### config.mk
export PLATFORM = sky130hd
export DESIGN_NAME = spi_reg_ctrl
export DESIGN_NICKNAME = d
export VERILOG_FILES = /design/src/rtl/spi_reg_ctrl.sv
export SDC_FILE = /design/constraint.sdc
export NUM_CORES = 1
export LEC_CHECK = 0
export BUFFER_PORTS_ARGS = -buffer_cell sky130_fd_sc_hd__clkbuf_2
export CAP_MARGIN = 40
export CORE_MARGIN = 10
export CORE_UTILIZATION = 40
export DETAILED_ROUTE_END_ITERATION = 16
export GPL_TIMING_DRIVEN = 0
export PLACE_DENSITY = 0.69
export SETUP_SLACK_MARGIN = 0.4
export SYNTH_ARGS = -nofsm -noshare
export SYNTH_HDL_FRONTEND = slang
export SYNTH_SLANG_ARGS = --single-unit
### constraint.sdc
create_clock -name clk -period 2.2 [get_ports clk]
set_clock_uncertainty 0.05 [all_clocks]
set_input_delay 0.22 -clock clk [delete_from_list [all_inputs] [get_ports clk]]
set_output_delay 0.22 -clock clk [all_outputs]
set_load 0.01 [all_outputs]
### src/rtl/spi_reg_ctrl.sv
// SPI slave transaction controller: one CS frame = command byte {rw, addr} then a
// burst of register writes or prefetched register reads with address auto-increment.
module spi_reg_ctrl #(
   parameter int ADDR_W = 7,
   parameter int RD_LAT = 1
) (
   input  logic              clk,
   input  logic              rst_n,
   input  logic              cs_active,
   input  logic              rx_valid,
   input  logic [7:0]        rx_byte,
   output logic [7:0]        tx_byte,
   output logic              tx_load,
   output logic [ADDR_W-1:0] reg_addr,
   output logic [7:0]        reg_wdata,
   output logic              reg_we,
   output logic              reg_re,
   input  logic [7:0]        reg_rdata,
   output logic              busy,
   output logic              ovr_err,
   input  logic              ovr_clr
);

   typedef enum logic [2:0] {IDLE, CMD, WR, RD_REQ, RD_WAIT, RD_DATA} state_t;

   localparam logic [1:0] LAST_CNT = 2'(RD_LAT - 1);

   state_t            state, state_nxt;
   logic              armed;
   logic [1:0]        wait_cnt;
   logic [ADDR_W-1:0] addr;
   logic              wait_last;
   logic              we_d, re_d, load_d, cmd_latch, addr_inc, ovr_set;

   assign wait_last = (wait_cnt == LAST_CNT);
   assign reg_addr  = addr;
   assign busy      = (state != IDLE);

   always_ff @(posedge clk or negedge rst_n) begin
      if (!rst_n) state <= IDLE;
      else        state <= state_nxt;
   end

   // Losing CS outranks everything else, including a byte strobe in the same cycle.
   always_comb begin
      state_nxt = state;
      if (state != IDLE && !cs_active) begin
         state_nxt = IDLE;
      end else begin
         case (state)
            IDLE:    if (cs_active && armed) state_nxt = CMD;
            CMD:     if (rx_valid) state_nxt = rx_byte[7] ? RD_REQ : WR;
            WR:      state_nxt = WR;
            RD_REQ:  state_nxt = RD_WAIT;
            RD_WAIT: if (wait_last) state_nxt = RD_DATA;
            RD_DATA: if (rx_valid) state_nxt = RD_REQ;
            default: state_nxt = IDLE;
         endcase
      end
   end

   always_comb begin
      we_d      = 1'b0;
      load_d    = 1'b0;
      cmd_latch = 1'b0;
      ovr_set   = 1'b0;
      if (cs_active) begin
         case (state)
            CMD:     cmd_latch = rx_valid;
            WR:      we_d      = rx_valid;
            RD_REQ:  ovr_set   = rx_valid;
            RD_WAIT: begin
               ovr_set = rx_valid;
               load_d  = wait_last;
            end
            default: ;
         endcase
      end
      re_d     = (state_nxt == RD_REQ);
      addr_inc = reg_we | load_d;
   end

   // Strobes are registered; the address steps after each write and with each read load.
   always_ff @(posedge clk or negedge rst_n) begin
      if (!rst_n) begin
         tx_byte   <= 8'h00;
         tx_load   <= 1'b0;
         reg_wdata <= 8'h00;
         reg_we    <= 1'b0;
         reg_re    <= 1'b0;
         addr      <= '0;
         wait_cnt  <= 2'd0;
         ovr_err   <= 1'b0;
         armed     <= 1'b0;
      end else begin
         tx_load <= load_d;
         reg_we  <= we_d;
         reg_re  <= re_d;
         if (load_d) tx_byte <= reg_rdata;
         if (we_d)   reg_wdata <= rx_byte;
         if (cmd_latch)     addr <= rx_byte[ADDR_W-1:0];
         else if (addr_inc) addr <= addr + 1'b1;
         if (state == RD_WAIT) wait_cnt <= wait_cnt + 2'd1;
         else                  wait_cnt <= 2'd0;
         if (ovr_clr)      ovr_err <= 1'b0;
         else if (ovr_set) ovr_err <= 1'b1;
         // After reset a frame already in progress is ignored until CS goes idle.
         if (!cs_active) armed <= 1'b1;
      end
   end

endmodule

Yosys cells after proc, flatten, opt, wreduce, memory -nomap -nowiden
Index checks and enable logic that the tools add are counted. Widths: inputs -> output; s select.

$add $sub $neg: 2. Equality and inequality tests: 6. Multiplexer cells: 20. Bitwise operators: 1. Reduce and logical (&&, ||, !) cells: 9.

Operator list (number): $pmux 3 s6 (1); $mux 3 (5); $mux 7 (2); $mux 1 (11); $eq 3x2->1 const B (3); $add 7x1->7 const B (1); $eq 3x3->1 const B (2); $reduce_bool 2->1 (2); $eq 3x1->1 const B (1); $logic_not 3->1 (1); $reduce_bool 3->1 (1); $add 2x1->2 const B (1); $logic_and 1x1->1 (2); $logic_not 2->1 (1); $mux 2 (1); $reduce_or 2->1 (1); $logic_not 1->1 (1); $or 1x1->1 (1).

Flip-flop bits (word level): 33. Bits of input ports: 21. Output and inout port bits: 28. Word-level logic and storage cells: 48.

Depth between registers and ports, before layout
Gate-level depths: netlist (run 1).

Depth in word-level cells: 6. Mapped depth: 7.

Worst setup path before layout (run 1)
OpenSTA, ideal clock, no wires.

Path type: reg2reg. From: reg state[1]. To: reg tx_byte[0]. Setup time: 0.128 ns. Data arrival time: 1.413 ns. Data required time: 2.022 ns. Path slack: 0.609 ns. Cell stages (with the launch flop): 5. Path buffers: 1. Clock period less this slack: 1.591 ns. Cell sequence: dfrtp_1 -> or3b_1 -> buf_6 -> nor2_8 -> mux2_1.

Word-level cells in the longest chain between the ends: 3.

RTL lines: start, declared (line 28) `state_t state, state_nxt;`; start signal, assigned (line 41) `else state <= state_nxt;`; $eq 3x3->1 (line 68) `case (state)`; $mux 1 (line 68); $mux 1 (line 67) `if (cs_active) begin`; named net load_d (line 33) `logic we_d, re_d, load_d, cmd_latch, addr_inc, ovr_set;`; end signal, assigned (line 99) `if (load_d) tx_byte <= reg_rdata;`; end, declared (line 12) `output logic [7:0] tx_byte,`.

The timed path passes the listed nets, and every way through them passes these cells. A chain may end at the register's enable or synchronous reset.

Worst setup path after layout (run 1)
From: reg state[1]. To: reg tx_byte[1].

Same word-level chain as after synthesis.

==> impl_metrics.ini, run 1 <==
[detailed_routing]
finalWirelength_um = 3377
dr.pass1.iters = 4
num_vias = 1128
ant_nets = 0
drtIter0Drc = 61
drc_errors = 0
wl_per_cell_um = 14.62
viasPerCell = 4.883

[clock_network]
cts_tree = yes
clkSlewWorstSetupHoldPaths_ns = 0.06
cts_htree_levels = 2
ctsResizeCount = 0
cts_sinks = 33
insertion_delay_ns = 0.28
clock_tree.buffer_depth = 2
root_buffer = clkbuf_8
cts_buffers = 5
cts_setup_buffers = 0
hold_buffers = 0

[sta]
slew_viol_final = 0
rsz0062_at_grt = false
fin_crit_ns = 1.710
finalSetupTns_ns = 0
timing.fmax_ghz = 0.5847
slew_headroom = 0.4583
hold_ws_ns = -0.02420
setup_viol = 0
worstMarginPinSlew_ns = 0.8126
hold_viol = 33
finalCritPeriodShare = 0.7775

[critical_path]
cp-end-kind = flip-flop
cp.arrival_ns = 1.82
crit_path_start_kind = flip-flop
cp_max_fo = 9
worstSetupPathType = flip-flop to flip-flop
crit_required_ns = 2.31

[global_route]
grt_use_total = 0.1102
grt_start_max_net_pins = 34
grt_pass1_vias = 1174
grt-ovfl-total = 0
grt_first_pass_wirelength_um = 5602
antenna_found_initial = 0

[die]
coreArea_mm2 = 0.003633
die_x_um = 81.22
std_cell_rows = 22
dieArea_mm2 = 0.006596
ios = 49
die_y_um = 81.22
start_util = 0.4125

[worst_hold_path]
hp-class = primary input to asynchronous set/reset pin

[pwr]
p_leak_uw = 0.0009196
peakVddDrop_mv = 0.4836
p_per_area_mw_per_mm2 = 969.8

[logic_synthesis]
seq_area_frac_synth = 0.5509
synth_edf_count = 0
synthesis.nets = 151
synth_commonest_cells = 33 x dfrtp_1, 16 x mux2_1, 11 x nor2_1
synth.most_common_cell = dfrtp_1
ys_types = 35
ys_ff_latch = 33
synthCells = 128
synth_top_area_frac = 0.5509
async_flop_share = 1.000
yosysTopAreaCell = dfrtp_1
synthFlopType = dfrtp_1
synth_area_leaders = dfrtp_1 55%, mux2_1 12%, nor2_1 2.8%
yosysWarnings = 0
syn_area_mm2 = 0.001499
synth_area_per_cell_um2 = 11.71

[final_layout]
area_delta_synth_final_pct = 25.38
nNetsFinal = 205
antenna_cells = 0
final_cell_count_no_fill = 231
layout-drive-gt1-share = 0.3224

[run]
max_cap_viol_count = 0

[placed_design]
place_inst = 223
dp_hpwl_um = 2640
place_congestion = 0.7792
port_buffers = 47

[outcome]
status = finished, violations left
failed_checks = negative hold slack
## flip-flops by register name (all words and copies together) (netlist names)
signal and flops:
wait_cnt 2, tx_load 1, reg_wdata 8, state 3
tx_byte 8, reg_re 1, ovr_err 1, reg_addr 7
reg_we 1, armed 1
## per-stage QoR
step           cell area (um2)  worst slack (ns)  power [uW]  hold WS (ns)    util
6_report                  1879            0.4896        1823      -0.02420  0.5172
5_1_grt                   1879            0.4016        1958       0.03329  0.5172
4_1_cts                   1874            0.4726        1850      0.006778  0.5158
3_5_place_dp              1794            0.4884        1422        0.3081  0.4938
3_3_place_gp              1794            0.5375        1397        0.2836  0.4938
2_1_floorplan             1499            0.6091        1165       -0.1256       -
## kinds of logic after synthesis
logic type | synth area share
simple gates | 0.1594
xor+xnor | 0.02338
flops | 0.5509
mux | 0.1402
compound gates | 0.07762
fa+ha+maj | 0.01669
buf+inv | 0.03172
## worst max-delay path, stage by stage, from the launching register on
cell and delay (ns):
dfrtp_1 0.44, or3b_1 0.41, buf_6 0.15, nor2_8 0.18, mux2_1 0.35
## worst paths after layout
path	endpoint	start	depth (start not counted)	slack, ns
max in group asynchronous	reg_wdata[3]	rst_n	1	1.61
worst max-delay path	tx_byte[1]	state[1]	4	0.49
min in group clk	ovr_err	ovr_clr	2	0.04
worst min-delay path	ovr_err	rst_n	1	-0.02
worst min register to register	wait_cnt[0]	wait_cnt[0]	1	0.39
worst max register to register	tx_byte[1]	state[1]	4	0.49
## power breakdown
part | internal, uW | switching (uW) | leakage [uW]
clock network | 224 | 202 | 0.0000395
registers | 754 | 122 | 0.000410
logic | 250 | 270 | 0.000470
## per-layer routing
| metal | vias up | global-route usage | share of wire |
|---|---|---|---|
| li1 | 558 | - | - |
| met1 | 540 | 0.1195 | 0.40 |
| met2 | 25 | 0.1871 | 0.52 |
| met3 | 5 | 0.03091 | 0.055 |
| met4 | 0 | 0.06747 | 0.023 |
| met5 | - | 0 | 0 |
## layout by cell type (no fill, tap or decap), types with 2 or more instances in the layout
master / count
clkbuf_2: 47
o21ai_1: 3
a21oi_1: 5
nor2b_1: 2
a21boi_1: 2
nor2_1: 11
a211oi_1: 3
clkbuf_8: 5
ha_1: 2
nand4_1: 4
dfrtp_1: 33
nand3_1: 7
clkbuf_1: 5
inv_1: 3
nand3b_1: 2
mux2i_1: 3
xnor2_1: 3
nand2_1: 8
buf_2: 2
mux2_1: 16
## area by class of cell
cell class | instances | area (um2)
tap | 48 | 60.06
inverter | 3 | 11.26
fill | 348 | 1754
timing repair buffer | 47 | 235.2
buffer | 6 | 36.28
multi-input combinational | 86 | 630.6
sequential | 33 | 825.8
clock buffer | 8 | 80.08
No activity file was read; power rests on OpenSTA's default activity.
==> inputs of run 2 (changes only) <==
Settings changed: PLACE_DENSITY 0.69 to 0.72.
Clock period 2.2 ns to 1.5 ns, I/O delays scaled along.
==> impl_metrics.ini, run 2 (same netlist as run 1, synthesis figures left out) <==
[detailed_routing]
dr.pass1.iters = 4
wl_per_cell_um = 17.97
viasPerCell = 5.207
ant_nets = 0
drc_errors = 0
drtIter0Drc = 70
num_vias = 1333
finalWirelength_um = 4600

[global_route]
grt_first_pass_wirelength_um = 6479
grt_start_max_net_pins = 34
grt_use_total = 0.1290
grt-ovfl-total = 0
grt_pass1_vias = 1346
antenna_found_initial = 0

[final_layout]
mostFrequentLayoutCell = clkbuf_2
area_delta_synth_final_pct = 63.02
antenna_cells = 0
layout-drive-gt1-share = 0.6490
final_cell_count_no_fill = 256
fin_area_mm2 = 0.002444
fillers = 270
mostFrequentLayoutCells = 40 x clkbuf_2, 27 x dfrtp_1, 18 x buf_6
nNetsFinal = 230

[sta]
slew_viol_final = 0
setup_viol = 22
finalSetupTns_ns = -1.519
timing.fmax_ghz = 0.6214
slew_headroom = 0.4595
worst_slack_ns = -0.1093
rsz0062_at_grt = true
fin_crit_ns = 1.609
finalCritPeriodShare = 1.073
hold_viol = 33
hold_ws_ns = -0.1048
worstMarginPinSlew_ns = 0.8107

[pwr]
p_per_area_mw_per_mm2 = 1290
p_leak_uw = 0.001153
peakVddDrop_mv = 0.7625

[die]
die_x_um = 81.22
ios = 49
std_cell_rows = 22
dieArea_mm2 = 0.006596
start_util = 0.4125
coreArea_mm2 = 0.003633
die_y_um = 81.22

[clock_network]
clkSlewWorstSetupHoldPaths_ns = 0.07
cts_tree = yes
hold_buffers = 1
root_buffer = clkbuf_8
insertion_delay_ns = 0.28
clock_tree.buffer_depth = 2
cts_sinks = 33
cts_buffers = 5
cts_htree_levels = 2

[outcome]
failed_checks = negative hold slack, negative setup slack
status = finished, violations left

[placed_design]
port_buffers = 47
dp_hpwl_um = 2731
place_congestion = 0.7548
place_area_mm2 = 0.001884
place_inst = 223

[critical_path]
r2r_cells = 4
cp-end-kind = flip-flop
worst_r2r_endpoint = tx_byte[6]
crit_path_start_kind = flip-flop
r2r_slack_ns = -0.11
path_buf_inv = 1
cpLargestDelayFamily = simple AND/OR/NAND/NOR gates
r2r_start = state[1]
slowest_stage = dfrtp_2
path_cells = or3b_1, buf_6, nor2_4, mux2_4
cp_max_fo = 5
crit_required_ns = 1.62
slowest_delay_ns = 0.42
worstSetupPathType = flip-flop to flip-flop
cp.arrival_ns = 1.73

[worst_hold_path]
hp-class = primary input to asynchronous set/reset pin

[run]
max_cap_viol_count = 0
-- run 2: cell count changes in the layout (fill, tap and decap cells not counted), moves of 5 or more --
| cell | before | now |
|---|---|---|
| clkbuf_2 | 47 | 40 |
| mux2_1 | 16 | 0 |
| nor2_1 | 11 | 6 |
| dfrtp_2 | 0 | 6 |
| buf_6 | 1 | 18 |
| mux2_4 | 0 | 16 |
| nor2_4 | 1 | 6 |
| dfrtp_1 | 33 | 27 |
| buf_4 | 1 | 8 |
-- run 2: where the power goes --
part,leakage [uW],switching [uW],internal [uW],total [uW]
Combinational,0.000703,498,638,1140
Sequential,0.000404,219,1120,1330
Clock,0.0000455,307,374,681
Total,0.00115,1020,2130,3150
-- run 2: final cells by class --
class	count	area (um2)	area share
Sequential cell	33	833.3	0.3410
Clock buffer	8	90.09	0.03687
Buffer	6	67.56	0.02765
Timing Repair Buffer	71	509.2	0.2084
Multi-Input combinational cell	87	872.1	0.3569
Inverter	3	11.26	0.004608
Tap cell	48	60.06	0.02458
-- run 2: how the worst max path moves through the flow --
stage | startpoint | endpoint | depth (start not counted)
floorplan | state[1] | tx_byte[0] | 4
global placement | state[1] | tx_byte[0] | 4
detailed placement | state[1] | tx_byte[7] | 4
CTS | state[1] | tx_byte[2] | 4
global route | state[2] | tx_byte[1] | 5
finish | state[1] | tx_byte[6] | 4
-- run 2: what timing repair did --
item,4_1_cts,5_1_grt
buffers inserted,12,9
pin swaps,13,18
cloned,2,1
endpoints found under the hold margin,34,33
resized for setup,34,35
setup endpoints to repair,34,38
-- run 2: routing by layer --
layer	up-vias	wire length (um)	share of wire	GRT usage
li1	611	-	-	-
met1	678	1680	0.37	0.1338
met2	37	2589	0.56	0.2381
met3	7	242	0.053	0.03753
met4	0	88	0.019	0.05190
met5	-	0	0	0
-- run 2: metrics by stage --
step	total power [uW]	util	setup WS [ns]
after floorplan	1791	-	-0.06755
after global placement	2132	0.5186	-0.1370
after detailed placement	2168	0.5186	-0.1764
after CTS	2979	0.6164	-0.1039
after global routing	3323	0.6725	-0.1508
final	3152	0.6725	-0.1093
